--- src/rtl/game_pkg.sv ---
// Shared game definitions.
//   - Game-state encodings driven by the top-level game controller.
//   - Health and frame-timer widths.
//   - Player-health FSM state type.
//   - sat_add: saturating add computed one bit wider so it never wraps.
package game_pkg;

  localparam logic [7:0] ST_MENU = 8'd0;
  localparam logic [7:0] ST_PLAY = 8'd1;
  localparam logic [7:0] ST_OVER = 8'd2;

  localparam int HEALTH_W = 10;
  localparam int TIMER_W  = 16;

  typedef enum logic [1:0] {
    FSM_IDLE   = 2'd0,
    FSM_ALIVE  = 2'd1,
    FSM_INVULN = 2'd2,
    FSM_DEAD   = 2'd3
  } fsm_t;

  // Computes a + b and clamps the result to lim.
  function automatic logic [HEALTH_W-1:0] sat_add(
    input logic [HEALTH_W-1:0] a,
    input logic [HEALTH_W-1:0] b,
    input logic [HEALTH_W-1:0] lim
  );
    logic [HEALTH_W:0] s;
    s = {1'b0, a} + {1'b0, b};
    if (s > {1'b0, lim}) return lim;
    else return s[HEALTH_W-1:0];
  endfunction

endpackage

--- src/rtl/frame_timer.sv ---
// Loadable down-counter advanced by frame ticks.
// Ports:
//   Clk, Reset  : clock, synchronous active-high reset (count -> 0)
//   i_clear     : force count to 0
//   i_load      : load i_load_val (lower priority than i_clear)
//   i_load_val  : value to load
//   i_tick      : decrement by one; holds at 0
//   o_count     : current count
//   o_done      : count is 0
module frame_timer
  import game_pkg::*;
#(
  parameter int W = TIMER_W
) (
  input  logic         Clk,
  input  logic         Reset,
  input  logic         i_clear,
  input  logic         i_load,
  input  logic [W-1:0] i_load_val,
  input  logic         i_tick,
  output logic [W-1:0] o_count,
  output logic         o_done
);

  logic [W-1:0] r_count;

  always_ff @(posedge Clk) begin
    if (Reset || i_clear) begin
      r_count <= '0;
    end else if (i_load) begin
      r_count <= i_load_val;
    end else if (i_tick && (r_count != '0)) begin
      r_count <= r_count - 1'b1;
    end
  end

  assign o_count = r_count;
  assign o_done  = (r_count == '0);

endmodule

--- src/rtl/player_health.sv ---
// Player health tracker: damage with invulnerability window, pickups,
// fall-out death and periodic regeneration while idle.
// Ports:
//   Clk, Reset          : clock, synchronous active-high reset
//   frame_tick          : one-Clk pulse per video frame
//   state               : game state (1 = play, anything else resets to IDLE)
//   damage_req/amt      : damage request pulse and magnitude
//   heal_req/amt        : heal request pulse and magnitude
//   fall_out            : level, player has fallen off the screen
//   health              : registered current health
//   invuln              : high exactly while in INVULN
//   dead                : one-Clk pulse on entering DEAD
//   o_fsm_state         : current FSM state, for observation
// Handshake: all inputs are sampled on the rising edge of Clk; every
// response appears on the registered outputs exactly one Clk later. There is
// no backpressure.
module player_health
  import game_pkg::*;
#(
  parameter int MAX_HEALTH    = 100,
  parameter int INVULN_FRAMES = 60,
  parameter int REGEN_PERIOD  = 120,
  parameter int REGEN_AMT     = 1
) (
  input  logic                Clk,
  input  logic                Reset,
  input  logic                frame_tick,
  input  logic [7:0]          state,
  input  logic                damage_req,
  input  logic [HEALTH_W-1:0] damage_amt,
  input  logic                heal_req,
  input  logic [HEALTH_W-1:0] heal_amt,
  input  logic                fall_out,
  output logic [HEALTH_W-1:0] health,
  output logic                invuln,
  output logic                dead,
  output fsm_t                o_fsm_state
);

  localparam logic [HEALTH_W-1:0] MAX_H   = HEALTH_W'(MAX_HEALTH);
  localparam logic [HEALTH_W-1:0] REGEN_A = HEALTH_W'(REGEN_AMT);

  fsm_t                r_fsm;
  logic [HEALTH_W-1:0] r_health;
  logic                r_invuln;
  logic                r_dead;

  fsm_t                w_fsm_nxt;
  logic [HEALTH_W-1:0] w_health_nxt;
  logic [HEALTH_W-1:0] w_heal_sum;
  logic [HEALTH_W-1:0] w_dmg_res;
  logic                w_regen_run;
  logic                w_regen_fire;

  logic                w_inv_clear, w_inv_load, w_inv_tick, w_inv_done;
  logic [TIMER_W-1:0]  w_inv_count;
  logic                w_rg_clear, w_rg_load, w_rg_tick, w_rg_done;
  logic [TIMER_W-1:0]  w_rg_count;

  frame_timer #(.W(TIMER_W)) u_inv_timer (
    .Clk        (Clk),
    .Reset      (Reset),
    .i_clear    (w_inv_clear),
    .i_load     (w_inv_load),
    .i_load_val (TIMER_W'(INVULN_FRAMES)),
    .i_tick     (w_inv_tick),
    .o_count    (w_inv_count),
    .o_done     (w_inv_done)
  );

  // Regen timer holds frames remaining until the next step; 0 means
  // "freshly cleared", so the first counted tick loads PERIOD-1.
  frame_timer #(.W(TIMER_W)) u_regen_timer (
    .Clk        (Clk),
    .Reset      (Reset),
    .i_clear    (w_rg_clear),
    .i_load     (w_rg_load),
    .i_load_val (TIMER_W'(REGEN_PERIOD - 1)),
    .i_tick     (w_rg_tick),
    .o_count    (w_rg_count),
    .o_done     (w_rg_done)
  );

  assign w_heal_sum  = heal_req ? sat_add(r_health, heal_amt, MAX_H) : r_health;
  assign w_dmg_res   = (damage_amt >= r_health) ? '0 : (r_health - damage_amt);
  assign w_regen_run = (r_fsm == FSM_ALIVE) && frame_tick && (r_health != MAX_H);
  assign w_regen_fire = w_regen_run &&
                        ((w_rg_count == TIMER_W'(1)) || (w_rg_done && (REGEN_PERIOD == 1)));

  always_comb begin
    w_fsm_nxt    = r_fsm;
    w_health_nxt = r_health;
    w_inv_clear  = 1'b0;
    w_inv_load   = 1'b0;
    w_inv_tick   = 1'b0;
    w_rg_clear   = 1'b0;
    w_rg_load    = 1'b0;
    w_rg_tick    = 1'b0;

    if (state != ST_PLAY) begin
      w_fsm_nxt    = FSM_IDLE;
      w_health_nxt = MAX_H;
      w_inv_clear  = 1'b1;
      w_rg_clear   = 1'b1;
    end else begin
      case (r_fsm)
        FSM_IDLE: begin
          w_fsm_nxt    = FSM_ALIVE;
          w_health_nxt = MAX_H;
          w_inv_clear  = 1'b1;
          w_rg_clear   = 1'b1;
        end
        FSM_ALIVE: begin
          if (fall_out) begin
            w_health_nxt = '0;
            w_fsm_nxt    = FSM_DEAD;
          end else if (damage_req) begin
            // Accepted damage discards any simultaneous heal.
            w_health_nxt = w_dmg_res;
            w_rg_clear   = 1'b1;
            if (w_dmg_res == '0) begin
              w_fsm_nxt = FSM_DEAD;
            end else begin
              w_fsm_nxt  = FSM_INVULN;
              w_inv_load = 1'b1;
            end
          end else begin
            w_health_nxt = w_heal_sum;
            if (w_regen_fire) begin
              w_health_nxt = sat_add(w_heal_sum, REGEN_A, MAX_H);
              w_rg_clear   = 1'b1;
            end else if (w_regen_run) begin
              if (w_rg_done) w_rg_load = 1'b1;
              else           w_rg_tick = 1'b1;
            end
          end
        end
        FSM_INVULN: begin
          if (fall_out) begin
            w_health_nxt = '0;
            w_fsm_nxt    = FSM_DEAD;
          end else begin
            w_health_nxt = w_heal_sum;
            w_inv_tick   = frame_tick;
            // Leave on the same edge the timer reaches zero.
            if (w_inv_done || (frame_tick && (w_inv_count == TIMER_W'(1)))) begin
              w_fsm_nxt = FSM_ALIVE;
            end
          end
        end
        default: begin
          w_health_nxt = '0;
        end
      endcase
    end
  end

  always_ff @(posedge Clk) begin
    if (Reset) begin
      r_fsm    <= FSM_IDLE;
      r_health <= MAX_H;
      r_invuln <= 1'b0;
      r_dead   <= 1'b0;
    end else begin
      r_fsm    <= w_fsm_nxt;
      r_health <= w_health_nxt;
      r_invuln <= (w_fsm_nxt == FSM_INVULN);
      r_dead   <= (w_fsm_nxt == FSM_DEAD) && (r_fsm != FSM_DEAD);
    end
  end

  assign health      = r_health;
  assign invuln      = r_invuln;
  assign dead        = r_dead;
  assign o_fsm_state = r_fsm;

endmodule

--- config.mk ---
export PLATFORM = sky130hd
export DESIGN_NAME = player_health
export DESIGN_NICKNAME = d
export VERILOG_FILES = /design/src/rtl/game_pkg.sv /design/src/rtl/frame_timer.sv /design/src/rtl/player_health.sv
export SDC_FILE = /design/constraint.sdc
export NUM_CORES = 1
export LEC_CHECK = 0
export ABC_AREA = 1
export BUFFER_PORTS_ARGS = -buffer_cell sky130_fd_sc_hd__buf_4
export CAP_MARGIN = 20
export CORE_UTILIZATION = 33
export DETAILED_ROUTE_END_ITERATION = 16
export PLACE_DENSITY_LB_ADDON = 0.3
export SLEW_MARGIN = 10
export SYNTH_ARGS = -nofsm -noshare
export SYNTH_HDL_FRONTEND = slang
export SYNTH_SLANG_ARGS = --single-unit
export TNS_END_PERCENT = 20
--- constraint.sdc ---
create_clock -name Clk -period 5.7 [get_ports Clk]
set_input_delay 0.855 -clock Clk [delete_from_list [all_inputs] [get_ports Clk]]
set_output_delay 0.855 -clock Clk [all_outputs]
set_load 0.01 [all_outputs]
Word-level counts from Yosys, hierarchy flattened --
Cells that the tools add are included.
Storage, ports and cells: register bits after elaboration 46, input bits 34, output and inout bits 14, word-level logic and storage cells 95
Cells by class: $add $sub $neg 5, magnitude comparators 3, eq/ne operators 9, mux-type cells 49, reductions and logical operators 21
Operator list (number):
- 10-bit 2-to-1 mux | 8
- 16-bit by 1-bit == test with 1-bit output (second input constant) | 2
- 16-bit logical NOT | 2
- 16-bit nonzero test | 2
- 16-bit by 1-bit subtractor with 16-bit output (second input constant) | 2
- 10-bit one-hot mux with 3 select lines | 1
- 1-bit 2-to-1 mux | 29
- 11-bit by 7-bit > comparator with 1-bit output (second input constant) | 2
- 7-bit 2-to-1 mux | 2
- 6-bit 2-to-1 mux | 2
- 10-bit by 1-bit adder with 11-bit output (second input constant) | 1
- 10-bit by 10-bit adder with 11-bit output | 1
- 10-bit >= comparator | 1
- 10-bit logical NOT | 1
- 2-bit 2-to-1 mux | 5
- 10-bit by 7-bit inequality test with 1-bit output (second input constant) | 1
- 10-bit subtractor | 1
- 8-bit by 1-bit inequality test with 1-bit output (second input constant) | 1
- 1-bit logical AND | 7
- 2-bit == test (second input constant) | 3
- 2-bit one-hot mux with 3 select lines | 1
- 2-bit OR reduction | 3
- 2-bit nonzero test | 2
- 1-bit logical OR | 3
- 4 further kinds | 4

Logic depth before layout (Yosys ltp) --
depth after elaboration 12, mapped depth 24, depth with buffers taken out 24

Modules after synthesis --
From an unflattened synthesis, not the netlist that was laid out.
Unflattened totals: cell total of the unflattened synthesis 873, area total of the unflattened synthesis 5022.3 um2
Modules (own cells, without submodules):
- player_health | instances 1, cells each 453, area an instance 2640.0 um2, seq. area each 280.3 um2
- frame_timer at u_regen_timer | instances 1, cells each 220, area an instance 1219.9 um2, seq. area each 320.3 um2
- frame_timer at u_inv_timer | instances 1, cells each 200, area an instance 1162.4 um2, seq. area each 320.3 um2

Worst setup path after synthesis --
OpenSTA, ideal clock, no wires.
kind in2reg, start point in heal_amt[0], end point reg r_health[3] (netlist: health[3]), library setup time 120 ps, arrival time 3363 ps, path slack 2217 ps, stages on the path 23, path buffers 0, path through ha_1 > fa_1 > nand3_1 > nand2_2 > nand2_2 > nand2_1 > nand2_1 > nand2_1 > nor2_4 > nand4_1 > nand2_4 > ha_1 > nand3_1 > nor2_4 > nand2_1 > nand2_1 > nand2_1 > nor2_1 > nand2_2 > nand3_1 > nand2_1 > nand2_1 > a21oi_1
Between the ends: word-level cells in the longest chain between the ends 11, elaborated cells on any way between the ends 12, those cells by class 2 x add/sub; 2 x order compare; 8 x mux
Ends and longest elaborated chain:
- from (decl) | RTL line player_health.sv:32 | input logic [HEALTH_W-1:0] heal_amt,
- 10-bit by 10-bit adder with 11-bit output * | RTL line game_pkg.sv:29 | s = {1'b0, a} + {1'b0, b};
- 11-bit by 7-bit > comparator with 1-bit output | RTL line game_pkg.sv:30 | if (s > {1'b0, lim}) return lim;
- 10-bit 2-to-1 mux * | RTL line game_pkg.sv:30
- 10-bit 2-to-1 mux * | RTL line player_health.sv:84 | assign w_heal_sum = heal_req ? sat_add(r_health, heal_amt, MAX_H) : r_health;
- 10-bit by 1-bit adder with 11-bit output | RTL line game_pkg.sv:29
- 11-bit by 7-bit > comparator with 1-bit output | RTL line game_pkg.sv:30
- 10-bit 2-to-1 mux | RTL line game_pkg.sv:30
- 10-bit 2-to-1 mux | RTL line player_health.sv:129 | if (w_regen_fire) begin
- 10-bit 2-to-1 mux | RTL line player_health.sv:117 | end else if (damage_req) begin
- 10-bit 2-to-1 mux | RTL line player_health.sv:114 | if (fall_out) begin
- 10-bit one-hot mux with 3 select lines * | RTL line player_health.sv:106 | case (r_fsm)
- to (signal assigned) | RTL line player_health.sv:166 | r_health <= w_health_nxt;
- to (decl) | RTL line player_health.sv:44 | logic [HEALTH_W-1:0] r_health;
Every way passes the cells marked *; elsewhere a longest branch is shown, timed or not. A chain may end at the register's enable or synchronous reset.

Worst setup path in the final report --
start point in heal_amt[0], end point reg r_health[2] (netlist: health[2])
Same word-level chain as after synthesis.

==> metrics <==
Avg Vias per Cell approximately 4.7; Tmin final 3590 ps; row cnt 40; TritonCTS clock tree done; Yosys cell types 46; combinational share of power about 15%; setup_tns 0 ps; Mapped Cells roughly 670; Iter 0 DRT Violations approximately 220; placed instance count approximately 880; MaxCap Viol Count 0; Detail Placement HPWL ~8.4 mm; pre-CTS WS 1830 ps; total CTS buffers 5; top cells by count, synth nand2_1 (148), inv_1 (108), nor2_1 (83); cell mode on critical path nand2_1; count leader, synth nand2_1; Starting Density 34.4%; CP Buf/Inv Count 2; CP Cell Sequence buf_4, ha_1, fa_1, nand3_1, nand2_2, nand2_2, nand2_1, nand2_1, nand2_1, nor2_4, nand4_1, nand2_4, ha_1, nand3_1, nor2_4, nand4_1, nand2_1, inv_2, nor2_4, nand2_1, a21oi_1, o21bai_1; asr flop ratio synth 0%; Num Clock Sinks 46; CP max stage delay around 430 ps; slowest CP cell fa_1; Finished Layout Cells between 800 and 900; Clk network pwr share about two fifths; setup bufs post-CTS 0; VDD IR max about 110 uV; worst path required time slightly below 6000 ps; Mapped Area ~4200 um2; #FFs+latches synth between 40 and 50; hold slack 466 ps; sequential power share between 40% and 50%; Hold Violations, Final 0; vias in the first global route a little under 4,000; Final Instance Area about 5000 um2; layout cell share with drive strength beyond 1 between 10% and 20%; register area share after synthesis 22.0%; routed via count between 4,000 and 5,000; Placer Congestion about 0.9; hold-fix buffers at CTS 0; DR pass1 iterations 6; placeable core area roughly 12,000 um2; Worst Skew 6.98 ps; Worst Setup End Kind flip-flop; crit path DAT ~3800 ps; Yosys warning total 0; clk_lat worst skew just under 300 ps; Worst-Margin Slew 508 ps; top_reg_cell synth dfxtp_1; sw frac between 20 and 30%; clock slew at reported path FFs 70 ps; critical path class in2reg; setup violators final 0; Peak Freq around 280 MHz; worst hold path type reg2reg; clock root cell clkbuf_16; Clock Path Buffers 2; diode count 0; IO Port Bufs 47; die area ~13,000 um2; Synth area leader dfxtp_1; crit share post-route between 60 and 70%; Mapped Nets 730; Pwr Density around 150 nW/um2; Synth top area share approximately 22%; Placed Instance Area roughly 4700 um2; reported net switching power between 0.15 and 0.2 mW; antenna violations before repair 0; Max FO, Critical Path 7; total track usage about 17%; I/O Pins 48; Slew Viols, Final 0; final net count between 700 and 800; Leak Pwr 2.46 nW; DRT antenna net count 0; area grow syn2layout 16.6%; final wirelength a little over 10 mm; average cell area after synthesis about 6.2 um2; RSZ-0062 raised after global routing false; final worst slack approximately 2100 ps; Die Span Y approximately 110 um; max_slew headroom ~66%; Top delay family on crit path simple AND/OR/NAND/NOR gates; global-route wire length before repair between 15 and 20 mm; H-tree lvl count 2; number of flops mapped to enable cells by yosys 0; largest net degree at the start of global routing 16; post-DR wirelength/cell between 10 and 15 um; remaining global-route overflow 0; DRC 0; outcome complete, no violations; startpoint types input pin; die width between 100 and 150 um; cell internal pwr ~0.54 mW; Synth area leaders dfxtp_1 (22%), nand2_1 (13%), inv_1 (9.7%); Post-CTS Resized 0
[worst paths after layout]
check	start	endpoint	slack (ps)	cells past startpoint
max	heal_amt[0]	health[2]$_SDFF_PP1_	2110	22
min	u_regen_timer.o_count[10]$_SDFFE_PP0P_	u_regen_timer.o_count[10]$_SDFFE_PP0P_	470	1
max reg2reg	health[0]$_SDFF_PP0_	health[2]$_SDFF_PP1_	2400	21
min reg2reg	u_regen_timer.o_count[10]$_SDFFE_PP0P_	u_regen_timer.o_count[10]$_SDFFE_PP0P_	470	1
[kinds of logic (layout without fill, tap and decap cells)]
group / Yosys count / after routing / share of synthesized area (%)
xor gates and xnor gates: 19 / 19 / 3.98
adders and majority gates: 27 / 27 / 8.44
and+or+nand+nor: 371 / 371 / 42.9
AOI/OAI and AO/OA: 81 / 81 / 11.1
DFF: 46 / 46 / 22.0
buffers and inverters: 125 / 177 / 11.5
[per-stage QoR]
| step | utilization (%) | total power [mW] |
|---|---|---|
| 2_1_floorplan | - | 0.401 |
| 3_3_place_gp | 38.8 | 0.436 |
| 3_5_place_dp | 38.8 | 0.435 |
| 4_1_cts | 40.1 | 0.739 |
| 5_1_grt | 40.1 | 0.772 |
| 6_report | 40.1 | 0.731 |
[sequential cells by signal (all words and copies together), names as in the netlist]
| signal | count |
|---|---|
| invuln | 1 |
| dead | 1 |
| health | 10 |
| u_regen_timer.o_count | 16 |
| u_inv_timer.o_count | 16 |
| o_fsm_state | 2 |
[layer usage]
layer	track usage [%]	part of all wire, %	wire length, um	vias up
li1	-	-	-	2251
met1	21.9	49	5010	1828
met2	29.4	46	4760	72
met3	2.38	3.7	378	13
met4	3.55	1.6	160	0
met5	0	0	0	-
[power groups by stage]
stage / logic, mW / clock network (mW) / registers (mW)
after floorplan: 0.0727 / 0 / 0.329
after global placement: 0.107 / 0 / 0.329
after detailed placement: 0.107 / 0 / 0.329
after CTS: 0.107 / 0.311 / 0.321
after global routing: 0.121 / 0.330 / 0.321
final: 0.107 / 0.303 / 0.321
[area by class of cell]
cell class                 instances  area (um2)
clock buffer                       6         139
fill                            1306        7290
tap                              168         210
sequential                        46         921
timing repair buffer              47         353
clock inverter                     2        16.3
multi-input combinational        498        2780
inverter                         122         458
[cell usage in the layout (no fill, tap or decap), types with 9 or more instances in the layout]
cell     count
nand4_1     23
buf_4       47
xnor2_1      9
nor2_1      83
xor2_1      10
nor3_1      12
or2_2       12
nand2_2     19
nand3_1     36
o21ai_0     25
inv_1      108
ha_1        25
nand2_1    148
dfxtp_1     46
a21oi_1     35
inv_2       14
(Power assumes the default switching activity.)
